$ cat config.mk
export PLATFORM = sky130hd
export DESIGN_NAME = axis_mem_write_arbiter_flat
export DESIGN_NICKNAME = d
export VERILOG_FILES = /design/src/rtl/axis_mem_write_arbiter_if.sv /design/src/rtl/axis_mem_write_arbiter.sv /design/src/flat_wrapper.sv
export SDC_FILE = /design/constraint.sdc
export NUM_CORES = 1
export LEC_CHECK = 0
export ABC_AREA = 0
export CAP_MARGIN = 40
export CELL_PAD_IN_SITES_DETAIL_PLACEMENT = 0
export CELL_PAD_IN_SITES_GLOBAL_PLACEMENT = 1
export CORE_MARGIN = 2
export CORE_UTILIZATION = 30
export DETAILED_ROUTE_END_ITERATION = 8
export DONT_BUFFER_PORTS = 1
export HOLD_SLACK_MARGIN = 0.15
export PLACE_DENSITY_LB_ADDON = 0.1
export REMOVE_ABC_BUFFERS = 1
export SLEW_MARGIN = 25
export SYNTH_ARGS = -nofsm -noshare
export SYNTH_HDL_FRONTEND = slang
export SYNTH_SLANG_ARGS = --single-unit
$ cat constraint.sdc
create_clock -name axis_aclk -period 2.75 [get_ports axis_aclk]
set_clock_uncertainty 0.05 [all_clocks]
set_input_delay 0.55 -clock axis_aclk [delete_from_list [all_inputs] [get_ports axis_aclk]]
set_output_delay 0.55 -clock axis_aclk [all_outputs]
set_load 0.03 [all_outputs]
$ cat src/rtl/axis_mem_write_arbiter_if.sv
// axis_mem_write_arbiter_if: AXI-Stream bundle linking the arbiter to its producers and to the memory write port
interface axis_mem_write_arbiter_if #(parameter int DATA_WIDTH = 32);
  logic [DATA_WIDTH-1:0] tdata;
  logic [DATA_WIDTH/8-1:0] tstrb;
  logic tvalid;
  logic tlast;
  logic tuser;
  logic tready;
  modport master (output tdata, tstrb, tvalid, tlast, tuser, input tready);
  modport slave (input tdata, tstrb, tvalid, tlast, output tready);
endinterface

$ cat src/rtl/axis_mem_write_arbiter.sv
// axis_mem_write_arbiter: packet-granular round-robin sharing of one AXI-Stream write port between two sources
module axis_mem_write_arbiter #(
  parameter int DATA_WIDTH = 32,
  parameter int MAX_BEATS = 256,
  parameter int CNT_WIDTH = 16
) (
  input  logic axis_aclk,
  input  logic axis_areset,
  axis_mem_write_arbiter_if.slave s00_axis,
  axis_mem_write_arbiter_if.slave s01_axis,
  axis_mem_write_arbiter_if.master m00_axis,
  output logic [CNT_WIDTH-1:0] pkt_cnt0,
  output logic [CNT_WIDTH-1:0] pkt_cnt1,
  output logic split_err
);
  typedef enum logic [1:0] {IDLE, BUSY0, BUSY1} state_t;
  state_t r_state;
  logic r_rr_last;
  logic [15:0] r_beat_cnt;
  logic [CNT_WIDTH-1:0] r_pkt_cnt0, r_pkt_cnt1;
  logic r_split_err;
  logic w_busy, w_sel, w_src_last, w_hs;
  assign w_busy = r_state != IDLE;
  assign w_sel = r_state == BUSY1;
  assign pkt_cnt0 = r_pkt_cnt0;
  assign pkt_cnt1 = r_pkt_cnt1;
  assign split_err = r_split_err;
  // route the granted source straight through; everything is quiet while arbitrating
  always_comb begin
    m00_axis.tvalid = w_busy & (w_sel ? s01_axis.tvalid : s00_axis.tvalid);
    m00_axis.tdata = w_busy ? (w_sel ? s01_axis.tdata : s00_axis.tdata) : '0;
    m00_axis.tstrb = w_busy ? (w_sel ? s01_axis.tstrb : s00_axis.tstrb) : '0;
    m00_axis.tuser = w_sel;
    w_src_last = w_sel ? s01_axis.tlast : s00_axis.tlast;
    m00_axis.tlast = w_busy & (w_src_last | (r_beat_cnt == 16'(MAX_BEATS - 1)));
    s00_axis.tready = (r_state == BUSY0) & m00_axis.tready;
    s01_axis.tready = w_sel & m00_axis.tready;
    w_hs = m00_axis.tvalid & m00_axis.tready;
  end
  // grant on a tie goes to the source that did not win last; the grant holds until the closing beat
  always_ff @(posedge axis_aclk or posedge axis_areset) begin
    if (axis_areset) begin
      r_state <= IDLE;
      r_rr_last <= 1'b1;
      r_beat_cnt <= '0;
      r_pkt_cnt0 <= '0;
      r_pkt_cnt1 <= '0;
      r_split_err <= 1'b0;
    end else if (!w_busy) begin
      if (s00_axis.tvalid & (!s01_axis.tvalid | r_rr_last)) begin
        r_state <= BUSY0;
        r_rr_last <= 1'b0;
      end else if (s01_axis.tvalid) begin
        r_state <= BUSY1;
        r_rr_last <= 1'b1;
      end
    end else if (w_hs) begin
      if (m00_axis.tlast) begin
        r_state <= IDLE;
        r_beat_cnt <= '0;
        if (w_sel) r_pkt_cnt1 <= r_pkt_cnt1 + CNT_WIDTH'(1);
        else r_pkt_cnt0 <= r_pkt_cnt0 + CNT_WIDTH'(1);
        if (!w_src_last) r_split_err <= 1'b1;
      end else begin
        r_beat_cnt <= r_beat_cnt + 16'd1;
      end
    end
  end
endmodule

$ cat src/flat_wrapper.sv
// flat-port wrapper written by rule: the top's interface ports become plain ports
module axis_mem_write_arbiter_flat 
#(
  parameter int DATA_WIDTH = 32,
  parameter int MAX_BEATS = 256,
  parameter int CNT_WIDTH = 16
)
  (axis_aclk, axis_areset, pkt_cnt0, pkt_cnt1, split_err, s00_axis_tdata, s00_axis_tstrb, s00_axis_tvalid, s00_axis_tlast, s00_axis_tready, s01_axis_tdata, s01_axis_tstrb, s01_axis_tvalid, s01_axis_tlast, s01_axis_tready, m00_axis_tdata, m00_axis_tstrb, m00_axis_tvalid, m00_axis_tlast, m00_axis_tuser, m00_axis_tready);
  axis_mem_write_arbiter_if #(.DATA_WIDTH(DATA_WIDTH)) s00_axis_i ();
  axis_mem_write_arbiter_if #(.DATA_WIDTH(DATA_WIDTH)) s01_axis_i ();
  axis_mem_write_arbiter_if #(.DATA_WIDTH(DATA_WIDTH)) m00_axis_i ();
  input  logic axis_aclk;
  input  logic axis_areset;
  output logic [CNT_WIDTH-1:0] pkt_cnt0;
  output logic [CNT_WIDTH-1:0] pkt_cnt1;
  output logic split_err;
  input wire logic [$bits(s00_axis_i.tdata)-1:0] s00_axis_tdata;
  input wire logic [$bits(s00_axis_i.tstrb)-1:0] s00_axis_tstrb;
  input wire logic [$bits(s00_axis_i.tvalid)-1:0] s00_axis_tvalid;
  input wire logic [$bits(s00_axis_i.tlast)-1:0] s00_axis_tlast;
  output wire logic [$bits(s00_axis_i.tready)-1:0] s00_axis_tready;
  input wire logic [$bits(s01_axis_i.tdata)-1:0] s01_axis_tdata;
  input wire logic [$bits(s01_axis_i.tstrb)-1:0] s01_axis_tstrb;
  input wire logic [$bits(s01_axis_i.tvalid)-1:0] s01_axis_tvalid;
  input wire logic [$bits(s01_axis_i.tlast)-1:0] s01_axis_tlast;
  output wire logic [$bits(s01_axis_i.tready)-1:0] s01_axis_tready;
  output wire logic [$bits(m00_axis_i.tdata)-1:0] m00_axis_tdata;
  output wire logic [$bits(m00_axis_i.tstrb)-1:0] m00_axis_tstrb;
  output wire logic [$bits(m00_axis_i.tvalid)-1:0] m00_axis_tvalid;
  output wire logic [$bits(m00_axis_i.tlast)-1:0] m00_axis_tlast;
  output wire logic [$bits(m00_axis_i.tuser)-1:0] m00_axis_tuser;
  input wire logic [$bits(m00_axis_i.tready)-1:0] m00_axis_tready;
  assign s00_axis_i.tdata = s00_axis_tdata;
  assign s00_axis_i.tstrb = s00_axis_tstrb;
  assign s00_axis_i.tvalid = s00_axis_tvalid;
  assign s00_axis_i.tlast = s00_axis_tlast;
  assign s00_axis_tready = s00_axis_i.tready;
  assign s01_axis_i.tdata = s01_axis_tdata;
  assign s01_axis_i.tstrb = s01_axis_tstrb;
  assign s01_axis_i.tvalid = s01_axis_tvalid;
  assign s01_axis_i.tlast = s01_axis_tlast;
  assign s01_axis_tready = s01_axis_i.tready;
  assign m00_axis_tdata = m00_axis_i.tdata;
  assign m00_axis_tstrb = m00_axis_i.tstrb;
  assign m00_axis_tvalid = m00_axis_i.tvalid;
  assign m00_axis_tlast = m00_axis_i.tlast;
  assign m00_axis_tuser = m00_axis_i.tuser;
  assign m00_axis_i.tready = m00_axis_tready;
  axis_mem_write_arbiter #(.DATA_WIDTH(DATA_WIDTH), .MAX_BEATS(MAX_BEATS), .CNT_WIDTH(CNT_WIDTH)) u_core (.axis_aclk(axis_aclk), .axis_areset(axis_areset), .s00_axis(s00_axis_i), .s01_axis(s01_axis_i), .m00_axis(m00_axis_i), .pkt_cnt0(pkt_cnt0), .pkt_cnt1(pkt_cnt1), .split_err(split_err));
endmodule
==> results.md, run 1 <==
* Status: finished clean
* #FFs+latches synth at 52
* DP HPWL at 6033 um
* Critical path required time at 2150 ps
* P_leak at 1.462 nW
* Setup bufs post-CTS at 0
* Slowest CP cell: dfrtp_1
* Slew HR at 61.34%
* CTS-repair resized insts at 0
* Endpoints failing hold at 0
* Global routing's busiest layer: met2
* Ranking of synthesized cells by area: dfrtp_1 43%, a22o_1 11%, xor2_1 8.0%
* Sequential area share after synthesis at 43.81%
* RSZ-0062 raised after global routing: no
* Global Route met2 Usage at 23.51%
* Clock share of power at 14.9%
* Clock latency at the later pin of the worst-skew pair at 310 ps
* Critical path's largest stage delay at 430 ps
* Comb power frac at 49.8%
* Global Route Usage Sum at 15.01%
* Met3 Resource Use GR at 4.154%
* Least-Margin Pin Slew at 578.8 ps
* Reg power frac at 35.3%
* Initial antenna violation count at 0
* FFs w/ async S/R, synth at 100.0%
* Cts bufs inserted at 5
* H-tree levels at 2
* Hold depth at 1
* Top-count cell post-synth: dfrtp_1
* DRC at 0
* Area grow syn2layout at 9.890%
* P_sw at 1.608 mW
* CTS tree: done
* Share of layout cells above drive strength 1 at 12.25%
* Crit path cell chain: nor4_1, nand2_1, o31a_1, nor2_1, buf_4
* IO Pins at 153
* Clock Pin Slew Worst Setup and Hold Paths at 90 ps
* Setup_tns at 0 ps
* Clock sink total at 52
* GR Layer Usage met1 at 20.35%
* Register area at 1303 um2
* Starting Density at 30.70%
* Die area at 10720 um2
* CTS max path bufs at 2
* Fin nets at 383
* YS warnings at 0
* Core area at 9684 um2
* Grt ovf at 0
* Detail Route Antenna Nets at 0
* Fin area at 3267 um2
* Cell family with most CP delay: simple AND/OR/NAND/NOR gates
* Max cap viols at 0
* Most instantiated cells after synthesis: 51 x dfrtp_1, 37 x a22o_1, 30 x nand2_1, 27 x xor2_1, 24 x nor2_1
* VDD IR max at 0.4933 mV
* Largest net degree at the start of global routing at 41
* Via Count at 2333
* Iteration count of the initial detailed-routing pass at 4
* WP data arrival at 1980 ps
* Cells after Synth at 295
* Cell-internal power at 1.445 mW
* Vias per cell at 5.363
* Post-synth EDFFs at 0
* Detailed Route Iter0 Violations at 115
* Crit end category: output pin
* WL per Instance at 18.38 um
* Worst reg2reg path depth at 6
* Flop2flop setup slack at 460 ps
* Hold endpoint: u_core.r_rr_last
* CTS Root Cell: clkbuf_8
* HP Start: s00_axis_tvalid
* Final setup viols at 0
* CP Max Fanout at 4
* Post-Syn Area at 2973 um2
* Synth cell types at 49
* Max Slew Vio Count at 0
* Vias in the first global route at 2320
* Top FF cell, synth: dfrtp_1
* Synth Area per Inst at 10.08 um2
* Share of the synthesized area in the top cell type at 42.93%
* Worst flop-to-flop path startpoint: u_core.r_beat_cnt[12]
* CP Class: flop to output pin
* Max Freq at 0.3879 GHz
* Die width at 103.5 um
* Fill cells at 1019
* DP Area at 3168 um2
* Routed WL at 7994 um
* Sw frac at 52.66%
* RePlAce Congestion at 0.7229
* Startpoint types: flop
* Multi-input logic area at 1587 um2
* WP buf/inv at 1
* # rows at 36
* FF-to-FF End: u_core.pkt_cnt0[10]
* Ant. Diodes at 0
* Area leader, netlist: dfrtp_1
* Port buffer count at 0
* Final min period at 2578 ps
* Min-Delay Path Class: input port to flop
* Final worst-path cycle share at 93.74%
* First-pass GRT wire length at 13020 um
* Die Span Y at 103.5 um
* Pwr Density at 934.7 nW/um2
-- power groups by stage --
stage	logic, mW	clock network [mW]	registers (mW)
after global routing	1.62	0.503	1.10
after CTS	1.53	0.475	1.08
after detailed placement	1.53	0	1.10
after floorplan	1.17	0	1.13
final	1.52	0.454	1.08
after global placement	1.52	0	1.10
-- worst max-delay path by stage --
stage	from	slack (ps)	endpoint	cells after the start
2_1_floorplan	u_core.r_state[0]	-2090	m00_axis_tlast	4
3_3_place_gp	u_core.r_state[1]	440	u_core.r_beat_cnt[7]	7
3_5_place_dp	u_core.r_state[1]	460	u_core.r_beat_cnt[7]	7
4_1_cts	u_core.r_beat_cnt[12]	180	m00_axis_tlast	5
5_1_grt	u_core.r_beat_cnt[12]	80	m00_axis_tlast	5
6_report	u_core.r_beat_cnt[12]	170	m00_axis_tlast	5
-- logic make-up after synthesis --
| family | share of synthesized area (%) |
|---|---|
| buffers and inverters | 3.072 |
| XOR/XNOR | 11.20 |
| flip-flops | 43.81 |
| multiplexers | 1.094 |
| adder cells (fa/ha/maj) | 1.263 |
| AO/OA/AOI/OAI | 16.88 |
| AND/OR/NAND/NOR | 22.69 |
-- cell usage in the layout (no fill, tap or decap), types with 3 or more instances in the layout --
cell | Yosys | routed
a21oi_1 | 3 | 3
a22o_1 | 37 | 37
and3_1 | 4 | 4
buf_4 | 0 | 13
clkbuf_8 | 0 | 5
dfrtp_1 | 51 | 51
ha_1 | 3 | 3
inv_1 | 4 | 3
nand2_1 | 30 | 30
nand3_1 | 15 | 15
nand4_1 | 13 | 13
nor2_1 | 24 | 24
nor3_1 | 11 | 11
nor4_1 | 5 | 5
nor4_4 | 4 | 4
o21ai_0 | 5 | 5
xnor2_1 | 11 | 11
xor2_1 | 27 | 27
-- timing repair --
item | CTS | global route
endpoints found under the hold margin | 20 | 0
hold buffers | 1 | 0
endpoints found under the setup margin | 0 | 0
-- cell type report --
| cell class | instances | area share [%] |
|---|---|---|
| Clock buffer | 6 | 2.221 |
| Timing Repair Buffer | 14 | 3.294 |
| Inverter | 4 | 0.4596 |
| Sequential cell | 52 | 39.87 |
| Clock inverter | 2 | 0.4979 |
| Tap cell | 133 | 5.094 |
| Multi-Input combinational cell | 224 | 48.56 |
-- routing by layer --
metal  part of all wire, %  up-vias
met5                     0        -
met4                   1.8        0
met3                   6.7       11
met2                    45       99
met1                    46     1123
li1                      -     1100
-- per-stage QoR --
stage / utilization, % / setup slack (ps) / hold WS (ps) / total power, mW / std cells
2_1_floorplan: - / -2093 / 447.0 / 2.301 / 280
3_3_place_gp: 32.71 / 438.7 / 469.3 / 2.618 / 426
3_5_place_dp: 32.71 / 460.7 / 475.9 / 2.623 / 426
4_1_cts: 33.73 / 181.4 / 246.7 / 3.089 / 435
5_1_grt: 33.73 / 83.85 / 237.4 / 3.223 / 435
6_report: 33.73 / 172.1 / 255.8 / 3.053 / 435
-- state kept, by name, indices dropped and copies added (netlist names) --
name	count
u_core.split_err	1
u_core.r_beat_cnt	16
u_core.r_state	2
u_core.pkt_cnt0	16
u_core.r_rr_last	1
u_core.pkt_cnt1	16
-- worst reg2reg max path: stages (launching register included) --
cell     delay (ps)
dfrtp_1         430
nor4_1          380
nand2_1         160
o31a_1          360
buf_4           260
nor4_1          420
xor2_1          180
No activity file was read; power rests on OpenSTA's default activity.
==> run 2: changes to the inputs <==
- ABC_AREA: 0 -> 1
- CORE_UTILIZATION: 30 -> 44
==> run 2 against run 1 <==
Net effect: sequential share of layout area down 6.4 points; fmax up 8.3%; largest cell class unchanged; critical path type unchanged; routed wire length increased by 7.2%; global-route usage up 4.8 points; critical endpoint is now m00_axis_tdata[6].
==> results.md, run 2 <==
* First-pass GRT wire length at 13630 um (+4.7%)
* Detailed Route Iter0 Violations at 115 (unchanged)
* CTS tree: done
* Crit path depth at 4 (-1)
* Cts bufs inserted at 5 (unchanged)
* RePlAce Congestion at 0.8228 (+14%)
* Synth Area in Compound Gates at 13.52% (-3.4 points)
* Top-count cell post-synth: nand2_1
* Detail Route Antenna Nets at 0 (unchanged)
* Initial antenna violation count at 0 (unchanged)
* Fill cells at 771 (-24%)
* Die Span Y at 92.11 um (-11%)
* Largest family of logic cells by synthesized area: simple AND/OR/NAND/NOR gates
* Synth Area per Inst at 7.101 um2 (-30%)
* Post-Layout Cell Count at 619 (+42%)
* Share of layout cells above drive strength 1 at 12.19% (-0.066 points)
* Vias in the first global route at 2908 (+25%)
* Grt ovf at 0 (unchanged)
* Top FF cell, synth: dfrtp_1
* Post-Synth XOR/XNOR Area at 6.154% (-5.0 points)
* Flop2flop setup slack at 690 ps (+230 ps)
* Status: finished clean
* Final min period at 2381 ps (-196.5 ps)
* IO Pins at 153 (unchanged)
* H-tree levels at 2 (unchanged)
* Setup bufs post-CTS at 0 (unchanged)
* Worst reg2reg path depth at 6 (unchanged)
* P_leak at 1.926 nW (+32%)
* Via Count at 3158 (+35%)
* Iteration count of the initial detailed-routing pass at 4 (unchanged)
* Most instantiated cells after synthesis: 175 x nand2_1, 67 x nor2_1, 51 x dfrtp_1, 42 x inv_1, 36 x a22o_1
* Vias per cell at 5.102 (-4.9%)
* Max cap viols at 0 (unchanged)
* Clock latency at the later pin of the worst-skew pair at 310 ps (about the same)
* Starting Density at 44.90% (+14 points)
* Startpoint types: flop
* Worst flop-to-flop path startpoint: u_core.r_state[0]
* Core area at 7607 um2 (-21%)
* FFs w/ async S/R, synth at 100.0% (unchanged)
* Endpoints failing hold at 0 (unchanged)
* Critical path origin: u_core.r_state[0]
* Area grow syn2layout at 13.88%
* Ranking of synthesized cells by area: dfrtp_1 37%, nand2_1 19%, a22o_1 9.2%
* # rows at 32 (-11%)
* CTS-repair resized insts at 0 (unchanged)
* WP buf/inv at 2 (+1)
* Largest net degree at the start of global routing at 53 (+29%)
* VDD IR max at 0.3305 mV (-33%)
* Crit path cell chain: nor2_4, buf_4, a22o_1, buf_4
* Final setup viols at 0 (unchanged)
* Cell with the most instances on the worst path: buf_4
* Die area at 8484 um2 (-21%)
* Share of the synthesized area in the top cell type at 37.36% (-5.6 points)
* Crit end category: output pin
* DP HPWL at 6451 um (+6.9%)
* End of the critical path: m00_axis_tdata[6]
* FF-to-FF End: u_core.pkt_cnt0[9]
* Most frequent cells in the layout: 175 x nand2_1, 67 x nor2_1, 51 x dfrtp_1
* Post-synthesis mux area share at 0% (-1.1 points)
* Critical path's largest stage delay at 510 ps (+80 ps)
* WL per Instance at 13.84 um (-25%)
* Max Freq at 0.4199 GHz (+8.3%)
* Die width at 92.11 um (-11%)
* Area leader, netlist: dfrtp_1
* Setup WS pre-CTS at 692.9 ps (+232.2 ps)
* CP Class: flop to output pin
* DRC at 0 (unchanged)
* Slew HR at 63.50% (+2.2 points)
* Routed WL at 8568 um (+7.2%)
* Fin nets at 598 (+56%)
* Critical path required time at 2150 ps (about the same)
* Slowest CP cell: dfrtp_1
* Cells after Synth at 481 (+63%)
* Synth cell types at 33 (-33%)
* Clock sink total at 52 (unchanged)
* Ant. Diodes at 0 (unchanged)
* Sequential area share after synthesis at 38.13% (-5.7 points)
* Overall Power at 3.230 mW (+5.8%)
* Min-Delay Path Class: input port to flop
* Port buffer count at 0 (unchanged)
* Setup_tns at 0 ps (unchanged)
* HP Start: s01_axis_tvalid
* YS warnings at 0 (unchanged)
* RSZ-0062 raised after global routing: no
* Commonest non-fill, non-tap cell in the layout: nand2_1
* Cell family with most CP delay: buffers and inverters
* Least-Margin Pin Slew at 545.5 ps (-33.30 ps)
* Synth Area in Simple Gates at 33.88% (+11 points)
* Post-Syn Area at 3416 um2 (+15%)
* Final worst-path cycle share at 86.60% (-7.1 points)
* CTS Root Cell: clkbuf_8
* Clock Pin Slew Worst Setup and Hold Paths at 100 ps (about the same)
* Post-synth EDFFs at 0 (unchanged)
* Dpl cells at 610 (+43%)
* Max Slew Vio Count at 0 (unchanged)
* # hold bufs at CTS at 1 (unchanged)
* #FFs+latches synth at 52 (unchanged)
* Post-Synth Adder-Cell Area at 1.099% (-0.16 points)
* Final worst slack at 368.6 ps (+196.5 ps)
* Pwr Density at 830.3 nW/um2 (-11%)
* Global Route Usage Sum at 19.83% (+4.8 points)
* CP Max Fanout at 38 (+34)
* WP data arrival at 1780 ps (-200 ps)
* CTS max path bufs at 2 (unchanged)
## run 2: worst min-delay path by stage
stage,to,slack [ps],cells past startpoint
global route,u_core.r_state[1],320,2
detailed placement,u_core.pkt_cnt0[10],460,2
CTS,u_core.r_state[1],300,2
floorplan,u_core.r_beat_cnt[1],430,2
finish,u_core.r_state[1],310,2
global placement,u_core.r_beat_cnt[1],450,2
## run 2: cell type report
| class | count | area [um2] | share of cell area (%) |
|---|---|---|---|
| clock buffer | 6 | 82.58 | 2.123 |
| clock inverter | 2 | 10.01 | 0.2573 |
| inverter | 44 | 165.2 | 4.246 |
| multi-input combinational | 371 | 1872 | 48.12 |
| sequential | 52 | 1303 | 33.48 |
| tap | 102 | 127.6 | 3.281 |
| timing repair buffer | 42 | 330.3 | 8.491 |
## run 2: worst register-to-register path, stage by stage, from the launching register on
cell and delay (ps):
dfrtp_1 560, nand2_1 180, a21oi_4 470, nand3_4 300, inv_2 300, nand2_1 80
nand2_1 70
## run 2: cells by family after synthesis
group,Yosys count
buf+inv,58
xor+xnor,24
fa+ha+maj,3
flops,52
compound gates,60
simple gates,284
## run 2: power by group
group | internal [mW] | total [mW] | switching (mW)
Sequential | 0.868 | 1.07 | 0.199
Combinational | 0.607 | 1.70 | 1.09
Clock | 0.202 | 0.467 | 0.265
Total | 1.68 | 3.23 | 1.55
## run 2: through the flow
step	hold WS [ps]	util, %	area [um2]
detailed placement	458.9	49.79	3787
floorplan	425.4	-	3334
global placement	445.5	49.79	3787
CTS	297.2	51.13	3890
global route	316.4	51.13	3890
finish	305.4	51.13	3890
## run 2: metal layers
metal | part of all wire (%) | global-route usage, % | vias to the layer above
met5 | 0 | 0 | -
met4 | 0.93 | 4.229 | 0
met1 | 44 | 24.66 | 1440
met2 | 49 | 35.11 | 101
met3 | 6.1 | 4.601 | 7
li1 | - | - | 1610
